<file path="src/rtl/gpio_pkg.sv">
// Shared field positions, default address map and FSM state type
// for the GPIO stream reader.
package gpio_pkg;

    localparam int WCLK_BIT = 31;
    localparam int ADDR_LSB = 16;
    localparam int ADDR_W   = 8;

    localparam logic [7:0] DEF_CH_BASE    = 8'h20;
    localparam logic [7:0] DEF_STAT_BASE  = 8'h40;
    localparam logic [7:0] DEF_SYNC_ADDR  = 8'h3F;
    localparam logic [7:0] DEF_FLAGS_ADDR = 8'h3E;
    localparam logic [7:0] ERR_OFS        = 8'h80;

    typedef enum logic {
        ST_IDLE = 1'b0,
        ST_HOLD = 1'b1
    } state_e;

    function automatic int words_of(input int w);
        return (w + 31) / 32;
    endfunction

endpackage

</file>
<file path="src/rtl/gpio_stream_reader_ch.sv">
// One readback channel: word counter, word-slice mux and the
// one-cycle ch_ready pulse that retires a beat.
module gpio_stream_reader_ch
    import gpio_pkg::*;
#(
    parameter int CH_WIDTH = 128
) (
    input  logic                clk,
    input  logic                rst,
    input  logic [CH_WIDTH-1:0] data,
    input  logic                ch_valid,
    input  logic                rd_en,
    input  logic                sync,
    output logic [31:0]         word,
    output logic                ch_ready
);

    localparam int WORDS = words_of(CH_WIDTH);
    localparam int CW    = (WORDS > 1) ? $clog2(WORDS) : 1;
    localparam logic [CW-1:0] LAST = CW'(WORDS - 1);

    logic [WORDS*32-1:0] padded;
    logic [CW-1:0]       cnt_q, cnt_d;
    logic                ready_q, ready_d;

    always_comb begin
        padded = '0;
        padded[CH_WIDTH-1:0] = data;
    end

    always_comb begin
        word = '0;
        for (int i = 0; i < WORDS; i++) begin
            if (cnt_q == CW'(i)) begin
                word = padded[i*32 +: 32];
            end
        end
    end

    always_comb begin
        cnt_d   = cnt_q;
        ready_d = 1'b0;
        if (sync) begin
            cnt_d = '0;
        end else if (rd_en && ch_valid) begin
            if (cnt_q == LAST) begin
                cnt_d   = '0;
                ready_d = 1'b1;
            end else begin
                cnt_d = cnt_q + 1'b1;
            end
        end
    end

    always_ff @(posedge clk or negedge rst) begin
        if (!rst) begin
            cnt_q   <= '0;
            ready_q <= 1'b0;
        end else begin
            cnt_q   <= cnt_d;
            ready_q <= ready_d;
        end
    end

    // never offer ready without a matching valid
    assign ch_ready = ready_q & ch_valid;

endmodule

</file>
<file path="src/rtl/gpio_stream_reader.sv">
// GPIO strobe-driven reader of AXI-stream channels and status words.
// Optional failed-read counter: GPIO_STREAM_READER_ERRCNT_EN.
module gpio_stream_reader
    import gpio_pkg::*;
#(
    parameter int         NUM_CH     = 4,
    parameter int         CH_WIDTH   = 128,
    parameter int         NUM_STAT   = 4,
    parameter logic [7:0] CH_BASE    = DEF_CH_BASE,
    parameter logic [7:0] STAT_BASE  = DEF_STAT_BASE,
    parameter logic [7:0] SYNC_ADDR  = DEF_SYNC_ADDR,
    parameter logic [7:0] FLAGS_ADDR = DEF_FLAGS_ADDR
) (
    input  logic                                   clk,
    input  logic                                   rst,
    input  logic [31:0]                            gpio_in,
    output logic [31:0]                            gpio_out,
    output logic                                   valid,
    input  logic [NUM_CH*CH_WIDTH-1:0]             ch_data,
    input  logic [NUM_CH-1:0]                      ch_valid,
    output logic [NUM_CH-1:0]                      ch_ready,
    input  logic [(NUM_STAT > 0 ? NUM_STAT : 1)*32-1:0] stat_in
);

    localparam logic [7:0] ERR_ADDR = FLAGS_ADDR + ERR_OFS;

    logic        w_clk;
    logic [7:0]  addr;
    logic        wclk_q, wclk_d;
    state_e      state_q, state_d;
    logic        rd_ok_q, rd_ok_d;
    logic [31:0] data_q, data_d;
    logic        rise, rd_go, sync, is_ch;
    logic [8:0]  ch_ofs;
    logic [NUM_CH-1:0] ch_sel, rd_en;
    logic [31:0] ch_word [NUM_CH];
    logic [31:0] sel_word, err_word;
    logic        sel_valid;
    logic        unused_ok;

    assign w_clk     = gpio_in[WCLK_BIT];
    assign addr      = gpio_in[ADDR_LSB +: ADDR_W];
    assign unused_ok = ^{gpio_in[30:24], gpio_in[15:0]};

    assign wclk_d = w_clk;
    assign rise   = w_clk & ~wclk_q;
    assign rd_go  = (state_q == ST_IDLE) && rise;
    assign sync   = rd_go && (addr == SYNC_ADDR);

    assign ch_ofs = {1'b0, addr} - {1'b0, CH_BASE};
    assign is_ch  = (addr >= CH_BASE)
                 && ({1'b0, addr} < ({1'b0, CH_BASE} + 9'(NUM_CH)));
    assign rd_en  = {NUM_CH{rd_go}} & ch_sel;

    for (genvar k = 0; k < NUM_CH; k++) begin : g_ch
        assign ch_sel[k] = is_ch && (ch_ofs == 9'(k));

        gpio_stream_reader_ch #(
            .CH_WIDTH (CH_WIDTH)
        ) u_ch (
            .clk      (clk),
            .rst      (rst),
            .data     (ch_data[k*CH_WIDTH +: CH_WIDTH]),
            .ch_valid (ch_valid[k]),
            .rd_en    (rd_en[k]),
            .sync     (sync),
            .word     (ch_word[k]),
            .ch_ready (ch_ready[k])
        );
    end

    always_comb begin
        sel_word  = '0;
        sel_valid = 1'b0;
        for (int k = 0; k < NUM_CH; k++) begin
            if (ch_sel[k]) begin
                sel_word  = ch_word[k];
                sel_valid = ch_valid[k];
            end
        end
    end

    // every accepted edge parks in HOLD until w_clk falls
    always_comb begin
        state_d = state_q;
        rd_ok_d = rd_ok_q;
        data_d  = data_q;
        unique case (state_q)
            ST_IDLE: begin
                if (rise) begin
                    state_d = ST_HOLD;
                    rd_ok_d = is_ch && sel_valid;
                    if (is_ch && sel_valid) begin
                        data_d = sel_word;
                    end
                end
            end
            ST_HOLD: begin
                if (!w_clk) begin
                    state_d = ST_IDLE;
                    rd_ok_d = 1'b0;
                end
            end
        endcase
    end

    always_ff @(posedge clk or negedge rst) begin
        if (!rst) begin
            wclk_q  <= 1'b0;
            state_q <= ST_IDLE;
            rd_ok_q <= 1'b0;
            data_q  <= '0;
        end else begin
            wclk_q  <= wclk_d;
            state_q <= state_d;
            rd_ok_q <= rd_ok_d;
            data_q  <= data_d;
        end
    end

`ifdef GPIO_STREAM_READER_ERRCNT_EN
    logic [15:0] err_q, err_d;

    always_comb begin
        err_d = err_q;
        if (state_q == ST_HOLD && !w_clk && addr == ERR_ADDR) begin
            err_d = '0;
        end else if (rd_go && is_ch && !sel_valid
                     && err_q != 16'hFFFF) begin
            err_d = err_q + 16'd1;
        end
    end

    always_ff @(posedge clk or negedge rst) begin
        if (!rst) begin
            err_q <= '0;
        end else begin
            err_q <= err_d;
        end
    end

    assign err_word = {16'h0000, err_q};
`else
    assign err_word = '0;
`endif

    always_comb begin
        gpio_out = '0;
        if (is_ch) begin
            gpio_out = data_q;
        end else if (addr == FLAGS_ADDR) begin
            gpio_out = 32'(ch_valid);
        end else if (addr == ERR_ADDR) begin
            gpio_out = err_word;
        end else begin
            for (int i = 0; i < NUM_STAT; i++) begin
                if ({1'b0, addr} == ({1'b0, STAT_BASE} + 9'(i))) begin
                    gpio_out = stat_in[i*32 +: 32];
                end
            end
        end
    end

    assign valid = is_ch ? rd_ok_q : 1'b1;

endmodule
</file>
<file path="config.mk">
export PLATFORM = sky130hd
export DESIGN_NAME = gpio_stream_reader
export DESIGN_NICKNAME = d
export VERILOG_FILES = /design/src/rtl/gpio_pkg.sv /design/src/rtl/gpio_stream_reader_ch.sv /design/src/rtl/gpio_stream_reader.sv
export SDC_FILE = /design/constraint.sdc
export NUM_CORES = 1
export LEC_CHECK = 0
export ABC_AREA = 1
export CORE_AREA = 3 3 277 279
export CTS_BUF_LIST = sky130_fd_sc_hd__clkbuf_8 sky130_fd_sc_hd__clkbuf_16
export DETAILED_ROUTE_END_ITERATION = 10
export DIE_AREA = 0 0 280 282
export SLEW_MARGIN = 5
export SYNTH_ARGS = -nofsm -noshare
export SYNTH_HDL_FRONTEND = slang
export SYNTH_SLANG_ARGS = --single-unit
</file>
<file path="constraint.sdc">
create_clock -name clk -period 2.7 [get_ports clk]
set_input_delay 0.27 -clock clk [delete_from_list [all_inputs] [get_ports clk]]
set_output_delay 0.27 -clock clk [all_outputs]
set_load 0.01 [all_outputs]
</file>
==> results of run 1 <==
==> critical path, cell delays in order <==
cell	delay (ns)
clkdlybuf4s50_1	0.52
buf_4	0.16
nand3_4	0.12
nor2_4	0.23
buf_12	0.17
buf_4	0.13
a22o_1	0.13
o22ai_1	0.06
nand2_1	0.06
clkdlybuf4s50_1	0.53
==> timing repair <==
action                     in CTS  in global routing
resized for setup              25                 69
pin swaps                       3                  5
setup endpoints to repair      30                 56
cloned                          1                  2
setup buffers                   0                  7
hold buffers                    0                  0
==> area by class of cell <==
class                   count  area [um2]
clock inverters             1        3.75
clock buffers               7         153
well taps                 969        1210
repair buffers            813        8270
inverters                  70         270
flip-flops and latches     47        1180
multi-input cells        1463        6900
fillers                  8447       56400
diodes                     10        25.0
==> synth_stat cells <==
| cell type | n | area, um2 |
|---|---|---|
| buf_4 | 7 | 52.6 |
| o21ai_1 | 1 | 5.00 |
| inv_1 | 66 | 248 |
| nand3_1 | 148 | 741 |
| a31oi_1 | 1 | 6.26 |
| a21boi_0 | 6 | 45.0 |
| nor2_4 | 2 | 22.5 |
| buf_2 | 14 | 70.1 |
| nand2_1 | 795 | 2980 |
| nor2_1 | 129 | 484 |
| o21ai_0 | 59 | 295 |
| nor3_4 | 1 | 16.3 |
| clkinv_1 | 1 | 3.75 |
| nand3b_1 | 1 | 7.51 |
| nand4_1 | 7 | 43.8 |
| o211ai_1 | 53 | 398 |
| nand2_2 | 4 | 25.0 |
| nor3_1 | 6 | 30.0 |
| dfrtp_1 | 47 | 1180 |
| clkbuf_1 | 100 | 375 |
| inv_2 | 3 | 11.3 |
| buf_6 | 3 | 33.8 |
| ha_1 | 18 | 225 |
| o22ai_1 | 27 | 169 |
| a211oi_1 | 2 | 15.0 |
| a21oi_1 | 134 | 671 |
| a22o_1 | 28 | 245 |
| nor4_1 | 1 | 6.26 |
| or2_2 | 38 | 238 |
| buf_1 | 7 | 26.3 |
| nor2_2 | 2 | 12.5 |
==> placed cells by master (no fill, tap or decap), types with 7 or more instances in the layout <==
master,count
a21oi_1,134
a22o_1,28
nand2_1,791
nor2_2,30
clkdlybuf4s50_1,658
or2_2,38
buf_12,25
inv_1,64
o21ai_0,57
nor2_1,91
nand4_1,7
o211ai_1,53
nor2_4,12
diode_2,10
nand2_2,8
buf_4,92
ha_1,12
clkbuf_16,7
o22ai_1,26
dlymetal6s2s_1,29
nand3_1,141
dfrtp_1,47
==> routing by layer <==
metal | routed length (um) | up-vias | part of all wire [%]
met5 | 105 | - | 0.14
met1 | 32700 | 6522 | 43
li1 | - | 6945 | -
met2 | 36400 | 622 | 48
met3 | 4700 | 69 | 6.2
met4 | 1260 | 16 | 1.7
==> stage by stage <==
step / setup slack (ns) / power (mW) / utilization (%) / hold slack, ns
2_1_floorplan: 0.773 / 1.09 / - / -0.0256
3_3_place_gp: -0.562 / 2.37 / 23.4 / 0.464
3_5_place_dp: -0.522 / 2.37 / 23.4 / 0.462
4_1_cts: -0.0444 / 3.09 / 23.8 / 0.150
5_1_grt: -0.0785 / 3.23 / 24.2 / 0.176
6_report: 0.0484 / 3.05 / 24.2 / 0.110
==> logic make-up after synthesis <==
family	count (synthesis)	synth area share (%)
and+or+nand+nor	1134	53.1
AOI/OAI and AO/OA	311	21.3
adders and majority gates	18	2.59
buffers and inverters	201	9.45
DFF	47	13.5
==> state kept, by name (all words and copies together) (netlist names) <==
signal	cells
data_q	32
g_ch.u_ch.cnt_q	8
state_q	1
rd_ok_q	1
wclk_q	1
g_ch.u_ch.ready_q	4
==> power breakdown <==
| part | total (mW) | internal, mW | leakage (nW) | switching, mW |
|---|---|---|---|---|
| clock network | 0.688 | 0.392 | 0.0814 | 0.296 |
| registers | 0.711 | 0.708 | 0.643 | 0.00327 |
| logic | 1.65 | 1.04 | 7.91 | 0.614 |
==> how the worst max path moves through the flow <==
stage / startpoint / to / depth (start not counted)
after floorplan: gpio_in[21] / data_q[10] / 14
after global placement: gpio_in[21] / data_q[11] / 16
after detailed placement: gpio_in[21] / data_q[11] / 16
after CTS: gpio_in[22] / gpio_out[28] / 9
after global routing: gpio_in[20] / gpio_out[23] / 11
final: gpio_in[22] / gpio_out[23] / 10
==> key figures, run 1 <==
Floorplan
  • Die Span X: 280 um
  • Core Box Area: 74400 um2
  • Site Rows: 100
  • Die Span Y: 282 um
  • Ports: 715
  • Total Die Area: 79000 um2
  • Starting Density: 11.7%

Worst setup path
  • RR Startpoint: g_ch[1].u_ch.cnt_q[1]
  • Critical path peak fanout: 6
  • Startpoint Class: input port
  • Critical path arrival: 2.38 ns
  • CP required: 2.43 ns
  • Crit path kind: in -> out
  • R2R setup slack: 0.20 ns
  • Nature of the critical path endpoint: primary output
  • Reg-to-reg critical path endpoint: data_q[6]
  • Worst r2r path cells: 15

STA
  • Slew headroom: 36.0%
  • Setup Skew: 0.0102 ns
  • Fin crit period: 2.65 ns
  • Final number of max-transition violations: 0
  • Fmax: 0.377 GHz
  • Hold Violations, Final: 0
  • Transition time at the pin with the least slew margin: 0.959 ns
  • Fin crit share: 98.2%
  • Final TNS setup: 0 ns
  • Unrepaired setup endpoints after global routing: true
  • Final setup vio count: 0

Synthesis
  • Synth Net Count: 2407
  • Sequential-to-total area share from yosys stat: 13.5%
  • Post-synthesis area per instance: 5.07 um2
  • Yosys reg bits: 47
  • Warnings, synthesis: 0
  • Synth cell types: 31
  • Area of the mapped netlist: 8680 um2
  • Synth Instances: 1711

Placement
  • Placed Area: 17400 um2
  • DP HPWL: 64400 um
  • GP Congestion: 0.940
  • IO buf count: 691
  • Placed cells: 3352

Worst hold path
  • Hold Path Class: in -> async

GRT
  • Global route overflow: 0
  • Vias in the first global route: 13918
  • Global-route wire length before repair: 99900 um
  • GR Util met1: 22.6%
  • Routing usage on met2: 31.3%
  • Largest net degree at the start of global routing: 39
  • M3 GR Usage: 3.16%
  • Top Usage Layer GRT: met2
  • Initial antenna violation count: 18
  • GRT Total Usage: 17.7%

Power
  • P_leak: 8.63 nW
  • P per Cell Area: 169 nW/um2
  • Peak supply drop: 213 uV

Finish
  • Design area: 18000 um2
  • Layout Nets: 3096
  • Layout cell share with drive strength beyond 1: 9.95%
  • Synthesis-to-layout area growth: 108%
  • Fin cells: 3380

Clocking
  • CTS Sinks: 47
  • Clock Root Buffer: clkbuf_16
  • Worst-Skew Late Latency: 0.30 ns
  • CTS tree: done
  • Clk slew on worst S/H paths: 0.07 ns
  • H-tree depth: 2
  • Number of CTS-inserted buffers: 5
  • Max clock buf depth: 2

Status
  • Status: complete, no violations

Drt
  • Detailed Route WL: 75200 um
  • Pre-Repair DR Iteration Count: 7
  • DRT antenna net count: 0
  • Initial DRC Count: 712
  • Vias: 14174
  • Routed len/inst: 22.2 um
  • Drt via density: 4.19
  • Drt drc: 0

Job
  • Maxcap violations: 0
No activity file was read; power rests on OpenSTA's default activity.
==> run 2, diff against run 1 <==
--- a/config.mk
+++ b/config.mk
@@ -10,6 +10,8 @@
 export CTS_BUF_LIST = sky130_fd_sc_hd__clkbuf_8 sky130_fd_sc_hd__clkbuf_16
 export DETAILED_ROUTE_END_ITERATION = 10
 export DIE_AREA = 0 0 280 282
+export DONT_BUFFER_PORTS = 1
+export SKIP_CTS_REPAIR_TIMING = 1
 export SLEW_MARGIN = 5
 export SYNTH_ARGS = -nofsm -noshare
 export SYNTH_HDL_FRONTEND = slang
==> run 2 against run 1 <==
Against the previous run: combinational power shrank 61%; sequential share of layout area grew 4.6 points; clock skew grew 0.0066 ns; sequential power is essentially flat; core utilization shrank 10 points; non-clock buffer count shrank 715; via count shrank 17%; total power shrank 30%; largest cell class is now multi-input gates; largest power group is now the clock network.
==> key figures, run 2 (synthesized netlist as in run 1, its figures left out) <==
Status
  • Status: complete, no violations (unchanged)

Worst setup path
  • Startpoint Class: flop (was input port)
  • Critical path peak fanout: 20 (was 6)
  • Critical path arrival: 2.75 ns (was 2.38 ns)
  • Nature of the critical path endpoint: flop (was primary output)
  • Crit path kind: reg -> reg (was in -> out)
  • Worst r2r path cells: 12 (was 15)
  • CP required: 2.91 ns (was 2.43 ns)

Floorplan
  • Total Die Area: 79000 um2 (unchanged)
  • Die Span X: 280 um (unchanged)
  • Starting Density: 11.7% (unchanged)
  • Core Box Area: 74400 um2 (unchanged)
  • Site Rows: 100 (unchanged)
  • Die Span Y: 282 um (unchanged)
  • Ports: 715 (unchanged)

STA
  • Final number of max-transition violations: 0 (unchanged)
  • Fin crit period: 2.54 ns (was 2.65 ns)
  • Setup Skew: 0.0168 ns (was 0.0102 ns)
  • Post-route setup slack: 0.157 ns (was 0.0484 ns)
  • Final setup vio count: 0 (unchanged)
  • Transition time at the pin with the least slew margin: 0.947 ns (was 0.959 ns)
  • Final TNS setup: 0 ns (unchanged)
  • Fin crit share: 94.2% (was 98.2%)
  • Slew headroom: 36.2% (was 36.0%)
  • Hold Violations, Final: 0 (unchanged)
  • Fmax: 0.393 GHz (was 0.377 GHz)
  • Unrepaired setup endpoints after global routing: false (was true)

GRT
  • Initial antenna violation count: 25 (was 18)
  • Global-route wire length before repair: 88600 um (was 99900 um)
  • GRT Total Usage: 16.3% (was 17.7%)
  • Vias in the first global route: 10846 (was 13918)
  • Largest net degree at the start of global routing: 48 (was 39)
  • Global route overflow: 0 (unchanged)

Finish
  • Synthesis-to-layout area growth: 21.5% (was 108%)
  • Fin util: 14.2% (was 24.2%)
  • Layout Nets: 2381 (was 3096)
  • Layout cell share with drive strength beyond 1: 9.96% (was 9.95%)
  • Fin cells: 2672 (was 3380)
  • Most common cell after layout, fill and taps aside: nand2_1 (unchanged)
  • Largest Register: data_q (unchanged)
  • Largest register FFs: 32 (unchanged)
  • Biggest regs: data_q: 32 flops, g_ch.u_ch.cnt_q: 8 flops, g_ch.u_ch.ready_q: 4 flops (unchanged)
  • Most frequent cells in the layout: 795 x nand2_1, 147 x nand3_1, 134 x a21oi_1, 122 x nor2_1, 80 x buf_4 (was 791 x nand2_1, 658 x clkdlybuf4s50_1, 141 x nand3_1, 134 x a21oi_1, 92 x buf_4)

Clocking
  • Number of CTS-inserted buffers: 5 (unchanged)
  • H-tree depth: 2 (unchanged)
  • CTS Sinks: 47 (unchanged)
  • Clk slew on worst S/H paths: 0.08 ns (was 0.07 ns)
  • Clock Root Buffer: clkbuf_16 (unchanged)
  • Worst-Skew Late Latency: 0.31 ns (was 0.30 ns)
  • Max clock buf depth: 2 (unchanged)
  • CTS tree: done (unchanged)

Worst hold path
  • Hold Path Class: in -> reg (was in -> async)
  • WHS Path Cells: 2

Job
  • Maxcap violations: 0 (unchanged)

Drt
  • DRT antenna net count: 0 (unchanged)
  • Initial DRC Count: 900 (was 712)
  • Vias: 11739 (was 14174)
  • Routed len/inst: 25.9 um (was 22.2 um)
  • Drt drc: 0 (unchanged)
  • Detailed Route WL: 69200 um (was 75200 um)
  • Pre-Repair DR Iteration Count: 5 (was 7)
  • Drt via density: 4.39 (was 4.19)

Placement
  • GP Congestion: 1.00 (was 0.940)
  • Placed cells: 2643 (was 3352)
  • Dpl ws: 0.153 ns (was -0.522 ns)
  • IO buf count: 0 (was 691)
  • DP HPWL: 60200 um (was 64400 um)

Power
  • Internal power: 1.36 mW (was 2.14 mW)
  • Sw frac: 36.4% (was 29.9%)
  • Clock share of power: 36.9% (was 22.6%)
  • Peak supply drop: 218 uV (was 213 uV)
  • Combinational Power Share: 29.9% (was 54.2%)
  • P per Cell Area: 203 nW/um2 (was 169 nW/um2)
  • P_leak: 5.18 nW (was 8.63 nW)
  • Sw Pwr: 0.780 mW (was 0.914 mW)
  • Reg power frac: 33.2% (was 23.3%)
[run 2: path summary, 6_finish.rpt]
kind / to / from / slack (ns)
setup / recovery: data_q[25] / g_ch[0].u_ch.cnt_q[1] / 0.16
hold / removal: state_q / gpio_in[31] / 0.07
setup reg to reg: data_q[25] / g_ch[0].u_ch.cnt_q[1] / 0.16
hold reg to reg: data_q[21] / data_q[21] / 0.48
max in group asynchronous: g_ch[2].u_ch.cnt_q[0] / rst / 1.91
min in group asynchronous: data_q[10] / rst / 0.53
[run 2: worst max-delay path, stage by stage (launching register included)]
cell and delay [ns]:
dfrtp_1 0.42, inv_1 0.11, ha_1 0.24, buf_4 0.30
nand2_1 0.18, nand3_1 0.12, nand2_1 0.04, o21ai_0 0.28
nor2_1 0.11, nor2_1 0.32, nand3_1 0.13, nand3_1 0.12
nand2_1 0.05
[run 2: layout make-up]
type,instances,area [um2]
fill,8836,63900
multi-input combinational,1463,6740
tap,969,1210
sequential,47,1180
timing repair buffer,98,948
inverter,70,263
clock buffer,5,125
clock inverter,3,46.3
antenna,17,42.5
[run 2: power groups by stage]
stage	clock network [mW]	registers [mW]	logic [mW]
after global routing	0.845	0.711	0.717
after floorplan	0	0.724	0.368
after global placement	0	0.725	0.612
after CTS	0.828	0.711	0.618
after detailed placement	0	0.725	0.615
final	0.790	0.711	0.640
[run 2: layer usage]
layer / track usage (%) / part of all wire, % / up-vias
li1: - / - / 5519
met1: 21.4 / 43 / 5404
met2: 26.7 / 46 / 699
met3: 3.55 / 8.1 / 99
met4: 4.84 / 2.9 / 18
met5: 0 / 0.18 / -
[run 2: metrics by stage]
stage | total power [mW] | hold slack, ns | cell area (um2)
3_5_place_dp | 1.34 | -0.0197 | 10300
5_1_grt | 2.27 | 0.0706 | 10500
6_report | 2.14 | 0.0717 | 10500
3_3_place_gp | 1.34 | -0.0189 | 10300
2_1_floorplan | 1.09 | -0.0256 | 8680
4_1_cts | 2.16 | -0.367 | 10400
